--- src/rtl/id_ex_stage_reg_pkg.sv ---
// Shared definitions for the ID/EX pipeline register: default widths, ALU-op codes,
// sequencer states and the control bundle that a bubble clears.
package id_ex_stage_reg_pkg;

  localparam int XLEN_DEF      = 32;
  localparam int RA_W_DEF      = 5;
  localparam int ALUOP_W_DEF   = 4;
  localparam int CNT_W_DEF     = 32;
  localparam int DRAIN_CYC_DEF = 2;

  typedef enum logic [ALUOP_W_DEF-1:0] {
    ALU_ADD  = 4'd0,
    ALU_SUB  = 4'd1,
    ALU_SLL  = 4'd2,
    ALU_SLT  = 4'd3,
    ALU_SLTU = 4'd4,
    ALU_XOR  = 4'd5,
    ALU_SRL  = 4'd6,
    ALU_SRA  = 4'd7,
    ALU_OR   = 4'd8,
    ALU_AND  = 4'd9,
    ALU_LUI  = 4'd10
  } alu_op_t;

  typedef enum logic [1:0] {
    ST_RUN    = 2'd0,
    ST_DRAIN  = 2'd1,
    ST_HALTED = 2'd2
  } state_t;

  typedef struct packed {
    logic rw;
    logic mr;
    logic mw;
    logic m2r;
    logic asrc;
    logic is_halt;
  } ctrl_t;

  localparam ctrl_t CTRL_BUBBLE = '0;

endpackage

--- src/rtl/id_ex_stage_reg_load_use_detector.sv ---
// Load-use hazard compare: a load in EX whose destination is read by the valid
// instruction in ID. x0 is never a hazard.
module id_ex_stage_reg_load_use_detector #(
  parameter int RA_W = 5
) (
  input  logic            i_ex_valid,
  input  logic            i_ex_mr,
  input  logic [RA_W-1:0] i_ex_rd,
  input  logic            i_id_valid,
  input  logic            i_id_use_rs1,
  input  logic [RA_W-1:0] i_id_rs1,
  input  logic            i_id_use_rs2,
  input  logic [RA_W-1:0] i_id_rs2,
  output logic            o_load_use
);

  logic w_rs1_hit;
  logic w_rs2_hit;

  assign w_rs1_hit  = i_id_use_rs1 & (i_id_rs1 == i_ex_rd);
  assign w_rs2_hit  = i_id_use_rs2 & (i_id_rs2 == i_ex_rd);
  assign o_load_use = i_ex_valid & i_ex_mr & (i_ex_rd != '0) & i_id_valid
                    & (w_rs1_hit | w_rs2_hit);

endmodule

--- src/rtl/id_ex_stage_reg.sv ---
// ID->EX pipeline register with load-use stall, flush bubbles, halt drain and perf counters.
// state | meaning: RUN normal flow; DRAIN halt moving through MEM/WB; HALTED core stopped until reset
module id_ex_stage_reg
  import id_ex_stage_reg_pkg::*;
#(
  parameter int XLEN      = XLEN_DEF,
  parameter int RA_W      = RA_W_DEF,
  parameter int ALUOP_W   = ALUOP_W_DEF,
  parameter int CNT_W     = CNT_W_DEF,
  parameter int DRAIN_CYC = DRAIN_CYC_DEF
) (
  input  logic               i_clk,
  input  logic               i_reset,
  input  logic               i_id_valid,
  input  logic [XLEN-1:0]    i_id_pc,
  input  logic [RA_W-1:0]    i_id_rs1,
  input  logic [RA_W-1:0]    i_id_rs2,
  input  logic [RA_W-1:0]    i_id_rd,
  input  logic               i_id_use_rs1,
  input  logic               i_id_use_rs2,
  input  logic [XLEN-1:0]    i_id_rs1_data,
  input  logic [XLEN-1:0]    i_id_rs2_data,
  input  logic [XLEN-1:0]    i_id_imm,
  input  logic               i_id_ctrl_rw,
  input  logic               i_id_ctrl_mr,
  input  logic               i_id_ctrl_mw,
  input  logic               i_id_ctrl_m2r,
  input  logic               i_id_ctrl_asrc,
  input  logic [ALUOP_W-1:0] i_id_alu_op,
  input  logic               i_id_is_halt,
  input  logic               i_ex_flush,
  output logic               o_ex_valid,
  output logic [XLEN-1:0]    o_ex_pc,
  output logic [RA_W-1:0]    o_ex_rs1,
  output logic [RA_W-1:0]    o_ex_rs2,
  output logic [RA_W-1:0]    o_ex_rd,
  output logic               o_ex_use_rs1,
  output logic               o_ex_use_rs2,
  output logic [XLEN-1:0]    o_ex_rs1_data,
  output logic [XLEN-1:0]    o_ex_rs2_data,
  output logic [XLEN-1:0]    o_ex_imm,
  output logic               o_ex_ctrl_rw,
  output logic               o_ex_ctrl_mr,
  output logic               o_ex_ctrl_mw,
  output logic               o_ex_ctrl_m2r,
  output logic               o_ex_ctrl_asrc,
  output logic [ALUOP_W-1:0] o_ex_alu_op,
  output logic               o_ex_is_halt,
  output logic               o_stall_if_id,
  output logic               o_is_halted,
  output logic [CNT_W-1:0]   o_stall_cnt,
  output logic [CNT_W-1:0]   o_flush_cnt
);

  localparam int DCNT_W = (DRAIN_CYC > 1) ? $clog2(DRAIN_CYC) + 1 : 1;

  ctrl_t               w_id_ctrl;
  ctrl_t               r_ex_ctrl;
  logic                r_ex_valid;
  logic [XLEN-1:0]     r_ex_pc;
  logic [RA_W-1:0]     r_ex_rs1;
  logic [RA_W-1:0]     r_ex_rs2;
  logic [RA_W-1:0]     r_ex_rd;
  logic                r_ex_use_rs1;
  logic                r_ex_use_rs2;
  logic [XLEN-1:0]     r_ex_rs1_data;
  logic [XLEN-1:0]     r_ex_rs2_data;
  logic [XLEN-1:0]     r_ex_imm;
  logic [ALUOP_W-1:0]  r_ex_alu_op;
  state_t              r_state;
  logic [DCNT_W-1:0]   r_drain_cnt;
  logic                r_is_halted;
  logic [CNT_W-1:0]    r_stall_cnt;
  logic [CNT_W-1:0]    r_flush_cnt;
  logic                w_load_use;
  logic                w_run;
  logic                w_halt_in_ex;
  logic                w_bubble;
  logic                w_stall_evt;
  logic                w_flush_evt;

  assign w_id_ctrl = '{rw: i_id_ctrl_rw, mr: i_id_ctrl_mr, mw: i_id_ctrl_mw,
                       m2r: i_id_ctrl_m2r, asrc: i_id_ctrl_asrc, is_halt: i_id_is_halt};

  id_ex_stage_reg_load_use_detector #(.RA_W(RA_W)) u_load_use (
    .i_ex_valid  (r_ex_valid),
    .i_ex_mr     (r_ex_ctrl.mr),
    .i_ex_rd     (r_ex_rd),
    .i_id_valid  (i_id_valid),
    .i_id_use_rs1(i_id_use_rs1),
    .i_id_rs1    (i_id_rs1),
    .i_id_use_rs2(i_id_use_rs2),
    .i_id_rs2    (i_id_rs2),
    .o_load_use  (w_load_use)
  );

  // A halt sitting in EX already freezes fetch: everything behind it is dead.
  assign w_run         = (r_state == ST_RUN);
  assign w_halt_in_ex  = r_ex_valid & r_ex_ctrl.is_halt;
  assign w_bubble      = ~w_run | w_halt_in_ex | i_ex_flush | w_load_use;
  assign o_stall_if_id = (w_load_use & ~i_ex_flush) | ~w_run | w_halt_in_ex;
  assign w_stall_evt   = w_run & w_load_use & ~i_ex_flush;
  assign w_flush_evt   = w_run & i_ex_flush;

  always_ff @(posedge i_clk or posedge i_reset) begin
    if (i_reset) begin
      r_ex_valid    <= 1'b0;
      r_ex_ctrl     <= CTRL_BUBBLE;
      r_ex_pc       <= '0;
      r_ex_rs1      <= '0;
      r_ex_rs2      <= '0;
      r_ex_rd       <= '0;
      r_ex_use_rs1  <= 1'b0;
      r_ex_use_rs2  <= 1'b0;
      r_ex_rs1_data <= '0;
      r_ex_rs2_data <= '0;
      r_ex_imm      <= '0;
      r_ex_alu_op   <= '0;
    end else if (w_bubble) begin
      r_ex_valid    <= 1'b0;
      r_ex_ctrl     <= CTRL_BUBBLE;
      r_ex_pc       <= '0;
      r_ex_rs1      <= '0;
      r_ex_rs2      <= '0;
      r_ex_rd       <= '0;
      r_ex_use_rs1  <= 1'b0;
      r_ex_use_rs2  <= 1'b0;
      r_ex_rs1_data <= '0;
      r_ex_rs2_data <= '0;
      r_ex_imm      <= '0;
      r_ex_alu_op   <= '0;
    end else begin
      r_ex_valid    <= i_id_valid;
      r_ex_ctrl     <= w_id_ctrl;
      r_ex_pc       <= i_id_pc;
      r_ex_rs1      <= i_id_rs1;
      r_ex_rs2      <= i_id_rs2;
      r_ex_rd       <= i_id_rd;
      r_ex_use_rs1  <= i_id_use_rs1;
      r_ex_use_rs2  <= i_id_use_rs2;
      r_ex_rs1_data <= i_id_rs1_data;
      r_ex_rs2_data <= i_id_rs2_data;
      r_ex_imm      <= i_id_imm;
      r_ex_alu_op   <= i_id_alu_op;
    end
  end

  // Drain counter reaches zero as the halt retires from WB; HALTED is entered on that edge.
  always_ff @(posedge i_clk or posedge i_reset) begin
    if (i_reset) begin
      r_state     <= ST_RUN;
      r_drain_cnt <= '0;
      r_is_halted <= 1'b0;
    end else begin
      case (r_state)
        ST_RUN: begin
          if (w_halt_in_ex) begin
            if (DRAIN_CYC > 1) begin
              r_state     <= ST_DRAIN;
              r_drain_cnt <= DCNT_W'(DRAIN_CYC - 1);
            end else begin
              r_state     <= ST_HALTED;
              r_is_halted <= 1'b1;
            end
          end
        end
        ST_DRAIN: begin
          r_drain_cnt <= r_drain_cnt - DCNT_W'(1);
          if (r_drain_cnt == DCNT_W'(1)) begin
            r_state     <= ST_HALTED;
            r_is_halted <= 1'b1;
          end
        end
        ST_HALTED: begin
          r_is_halted <= 1'b1;
        end
        default: begin
          r_state <= ST_RUN;
        end
      endcase
    end
  end

  always_ff @(posedge i_clk or posedge i_reset) begin
    if (i_reset) begin
      r_stall_cnt <= '0;
      r_flush_cnt <= '0;
    end else begin
      if (w_stall_evt && (r_stall_cnt != '1)) r_stall_cnt <= r_stall_cnt + CNT_W'(1);
      if (w_flush_evt && (r_flush_cnt != '1)) r_flush_cnt <= r_flush_cnt + CNT_W'(1);
    end
  end

  assign o_ex_valid     = r_ex_valid;
  assign o_ex_pc        = r_ex_pc;
  assign o_ex_rs1       = r_ex_rs1;
  assign o_ex_rs2       = r_ex_rs2;
  assign o_ex_rd        = r_ex_rd;
  assign o_ex_use_rs1   = r_ex_use_rs1;
  assign o_ex_use_rs2   = r_ex_use_rs2;
  assign o_ex_rs1_data  = r_ex_rs1_data;
  assign o_ex_rs2_data  = r_ex_rs2_data;
  assign o_ex_imm       = r_ex_imm;
  assign o_ex_ctrl_rw   = r_ex_ctrl.rw;
  assign o_ex_ctrl_mr   = r_ex_ctrl.mr;
  assign o_ex_ctrl_mw   = r_ex_ctrl.mw;
  assign o_ex_ctrl_m2r  = r_ex_ctrl.m2r;
  assign o_ex_ctrl_asrc = r_ex_ctrl.asrc;
  assign o_ex_alu_op    = r_ex_alu_op;
  assign o_ex_is_halt   = r_ex_ctrl.is_halt;
  assign o_is_halted    = r_is_halted;
  assign o_stall_cnt    = r_stall_cnt;
  assign o_flush_cnt    = r_flush_cnt;

endmodule
--- config.mk ---
export PLATFORM = sky130hd
export DESIGN_NAME = id_ex_stage_reg
export DESIGN_NICKNAME = d
export VERILOG_FILES = /design/src/rtl/id_ex_stage_reg_pkg.sv /design/src/rtl/id_ex_stage_reg_load_use_detector.sv /design/src/rtl/id_ex_stage_reg.sv
export SDC_FILE = /design/constraint.sdc
export NUM_CORES = 1
export LEC_CHECK = 0
export CAP_MARGIN = 20
export CORE_ASPECT_RATIO = 2
export CORE_MARGIN = 8
export CORE_UTILIZATION = 39
export CTS_BUF_LIST = sky130_fd_sc_hd__clkbuf_4 sky130_fd_sc_hd__clkbuf_8
export CTS_CLUSTER_DIAMETER = 60
export DETAILED_ROUTE_END_ITERATION = 7
export HOLD_SLACK_MARGIN = 0.05
export PLACE_DENSITY_LB_ADDON = 0.3
export SETUP_SLACK_MARGIN = 0.1
export SYNTH_ARGS = -nofsm -noshare
export SYNTH_HDL_FRONTEND = slang
export SYNTH_SLANG_ARGS = --single-unit
--- constraint.sdc ---
create_clock -name i_clk -period 18.5 [get_ports i_clk]
set_input_delay 2.775 -clock i_clk [delete_from_list [all_inputs] [get_ports i_clk]]
set_output_delay 2.775 -clock i_clk [all_outputs]
set_load 0.05 [all_outputs]
==> summary.md <==
| Metric | Value |
|---|---|
| CTS Buffer Depth | `3` |
| Vias in the first global route | `6879` |
| Met2 Usage GRT | `35.0%` |
| Endpoints failing setup | `0` |
| Mapped cell area | `8410 um^2` |
| Htree depth | `1` |
| DPL Wire Length | `20000 um` |
| Worst Hold Class | `reg -> reg` |
| Sequential fraction of the synthesis area | `67.0%` |
| Max Fanout on Critical Path | `3` |
| Final Power | `1.54 mW` |
| First-pass GRT wire length | `39400 um` |
| Initial Util | `39.3%` |
| DRT Pass-1 Iters | `5` |
| Clock sinks | `225` |
| Clk_lat worst skew | `0.56 ns` |
| Setup_tns | `0 ns` |
| Hold_buf cts | `0` |
| Post-CTS Setup Bufs | `0` |
| Outcome | `complete, no violations` |
| Met3 usage | `6.48%` |
| Synthesized area per cell | `12.7 um^2` |
| Maximum vdd ir drop | `about 0.000079 V` |
| Clk_skew | `between 0.009 and 0.01 ns` |
| CP startpoint | `i_id_rs1[2]` |
| Reg clk slew, reported paths | `0.06 ns` |
| Remaining DRCs | `0` |
| Library cells used by synthesis | `40` |
| Fill cell instance count of the final layout | `between 1500 and 2000` |
| GP Congestion | `0.855` |
| Area growth syn-to-layout | `56.9%` |
| Core Footprint | `between 20000 and 25000 um^2` |
| Fin crit period | `7.91 ns` |
| Simple-gate share of the synthesized area | `22.1%` |
| Synth Instances | `662` |
| Die width | `roughly 120 um` |
| Top Usage Layer GRT | `met2` |
| Longest individual stage delay on the worst path | `0.84 ns` |
| Cell Pwr Density | `117 nW/um^2` |
| Hold path start | `o_is_halted` |
| RSZ-0062 raised after global routing | `false` |
| Final instance area | `13200 um^2` |
| Max_cap viols | `0` |
| Synthesized Nets | `824` |
| Mux contribution to synthesized area | `0.789%` |
| P_leak | `5.88 nW` |
| Post-route ant nets | `0` |
| DR WL/cell | `19.1 um` |
| Flop2flop setup slack | `15.80 ns` |
| CTS tree | `done` |
| Total gr overflow | `0` |
| Reg2reg start | `o_stall_cnt[0]` |
| Most frequent CP cell | `clkdlybuf4s50_1` |
| Slew at the pin with the worst max-slew slack | `~0.85 ns` |
| Yosys reg bits | `225` |
| Pin count of the biggest net entering global routing | `about 150` |
| Initial antenna violation count | `1` |
| Post-Synth XOR/XNOR Area | `approximately 6.9%` |
| Share of post-route cells with drive strength above 1 | `6.69%` |
| WS Path Type | `in -> out` |
| Slew Viols, Final | `0` |
| Compound-gate portion of the synthesized area | `1.25%` |
| Routed via count | `around 6300` |
| Largest family of logic cells by synthesized area | `simple AND/OR/NAND/NOR gates` |
| Via density | `4.68` |
| Arrival @ worst endpoint | `~5 ns` |
| IO buf count | `380` |
| Total GRT Usage | `18.9%` |
| Worst setup SP type | `input pin` |
| Die Span Y | `224 um` |
| WHS | `0.470 ns` |
| Warnings from Yosys | `0` |
| Critical path endpoint category | `output pin` |
| Post-CTS Resized | `0` |
| TritonCTS buffer count | `31` |
| Die area | `26800 um^2` |
| Worst rel slew slack | `42.9%` |
| CP cell instances | `clkdlybuf4s50_1 -> xnor2_1 -> nand4_1 -> o22ai_1 -> nand3_1 -> o211ai_1 -> clkdlybuf4s50_1` |
| GR Util met1 | `18.7%` |
| Drt total wl | `25800 um` |
| IO Count | `381` |
| Final Net Count | `1221` |
| Final worst path period share | `42.8%` |
| Synth Area in Adders | `0.446%` |
| FP Rows | `76` |
| Achievable Freq | `126 MHz` |
| Placed cell areas | `about 12000 um^2` |
| CTS root buffer | `clkbuf_8` |
| Drt initial violations | `348` |
| Hold violation total from the final report | `0` |
| Critical Path RT | `15.73 ns` |
| CP max stage cell | `clkdlybuf4s50_1` |
==> registers in the layout, summed over array words and instances, names as in the netlist, 2 cells and up <==
name / flops
o_ex_rs1_data: 32
o_ex_pc: 32
o_ex_alu_op: 4
o_ex_rs2: 5
o_stall_cnt: 32
r_drain_cnt: 2
o_ex_rd: 5
o_ex_rs2_data: 32
o_ex_imm: 32
r_state: 2
o_ex_rs1: 5
o_flush_cnt: 32
==> kinds of logic (layout without fill, tap and decap cells) <==
family / count (synthesis) / count (layout)
xor gates and xnor gates: 66 / 66
adders and majority gates: 3 / 3
and+or+nand+nor: 318 / 318
buffers and inverters: 29 / 444
other: 0 / 1
AOI/OAI and AO/OA: 15 / 15
DFF: 225 / 225
muxes: 6 / 6
==> metrics by stage <==
stage | cells | worst slack, ns | util (%)
after floorplan | 662 | 9.56 | -
after global placement | 1297 | 10.67 | 58.3
after detailed placement | 1297 | 10.63 | 58.3
after CTS | 1348 | 10.63 | 61.4
after global routing | 1351 | 10.50 | 61.7
final | 1351 | 10.59 | 61.7
==> cell usage in the layout, fill, tap and decap left out, types with 4 or more instances in the layout <==
cell and n:
a21oi_1 5, and2_1 158, and3_1 9, and4_1 8
clkbuf_4 5, clkbuf_8 41, clkdlybuf4s50_1 380, clkinv_2 4
dfrtp_1 225, inv_1 7, mux2_2 4, nand2_1 31
nand3_1 28, nand4_1 21, nor2_1 28, nor3_1 19
xnor2_1 37, xor2_1 29
==> path summary, 6_finish.rpt <==
kind	cells after the start	endpoint
setup / recovery	7	o_stall_if_id
hold / removal	1	o_is_halted
setup reg to reg	6	o_stall_cnt[1]
hold reg to reg	1	o_is_halted
max in group asynchronous	5	o_ex_alu_op[0]
min in group asynchronous	2	o_ex_rs2_data[1]
==> cell usage after synthesis, drive strengths merged <==
cell,count,share of area [%]
nor3,19,1.1
ha,3,0.45
mux2,5,0.67
nand4b,1,0.10
nor4,1,0.15
and3b,1,0.10
a21oi,5,0.30
a211oi,1,0.089
o211ai,2,0.34
buf,5,0.54
nor4b,1,0.28
clkbuf,16,0.71
and2,158,12
nor3b,1,0.15
xnor2,37,3.9
nand4,21,1.6
inv,8,0.36
nand2,31,1.4
dfrtp,225,67
o21a,1,0.089
nand3,29,1.9
a31oi,1,0.074
or2,3,0.22
mux2i,1,0.12
nor2b,1,0.074
o21ai,4,0.28
or3,4,0.36
nor2,28,1.3
and3,10,0.74
o22ai,1,0.074
and4,8,0.83
xor2,29,3.0
nand2b,1,0.074
==> critical path: cells and delay by family <==
family / cells / cell delay (ns)
compound gates: 2 / 0.56
xor+xnor: 1 / 0.15
buf+inv: 2 / 1.35
simple gates: 2 / 0.30
==> routing by layer <==
layer,routed length [um],part of all wire [%],up-vias
met4,774,3.0,0
met1,8640,34,3040
met5,0,0,-
met2,14000,54,294
li1,-,-,2948
met3,2390,9.3,46
==> area by class of cell <==
type	instances	area, um^2	share of cell area, %
Tap cell	273	342	2.59
Clock buffer	46	602	4.56
Antenna cell	1	2.50	0.0190
Sequential cell	225	5630	42.7
Inverter	8	37.5	0.285
Timing Repair Buffer	385	3880	29.4
Clock inverter	5	50.0	0.379
Multi-Input combinational cell	408	2650	20.1
==> power by group <==
part | internal [mW] | switching, mW
Sequential | 0.560 | 0.0320
Combinational | 0.189 | 0.359
Clock | 0.220 | 0.180
Total | 0.969 | 0.571
Note: power is estimated with default switching activity, not from simulation.
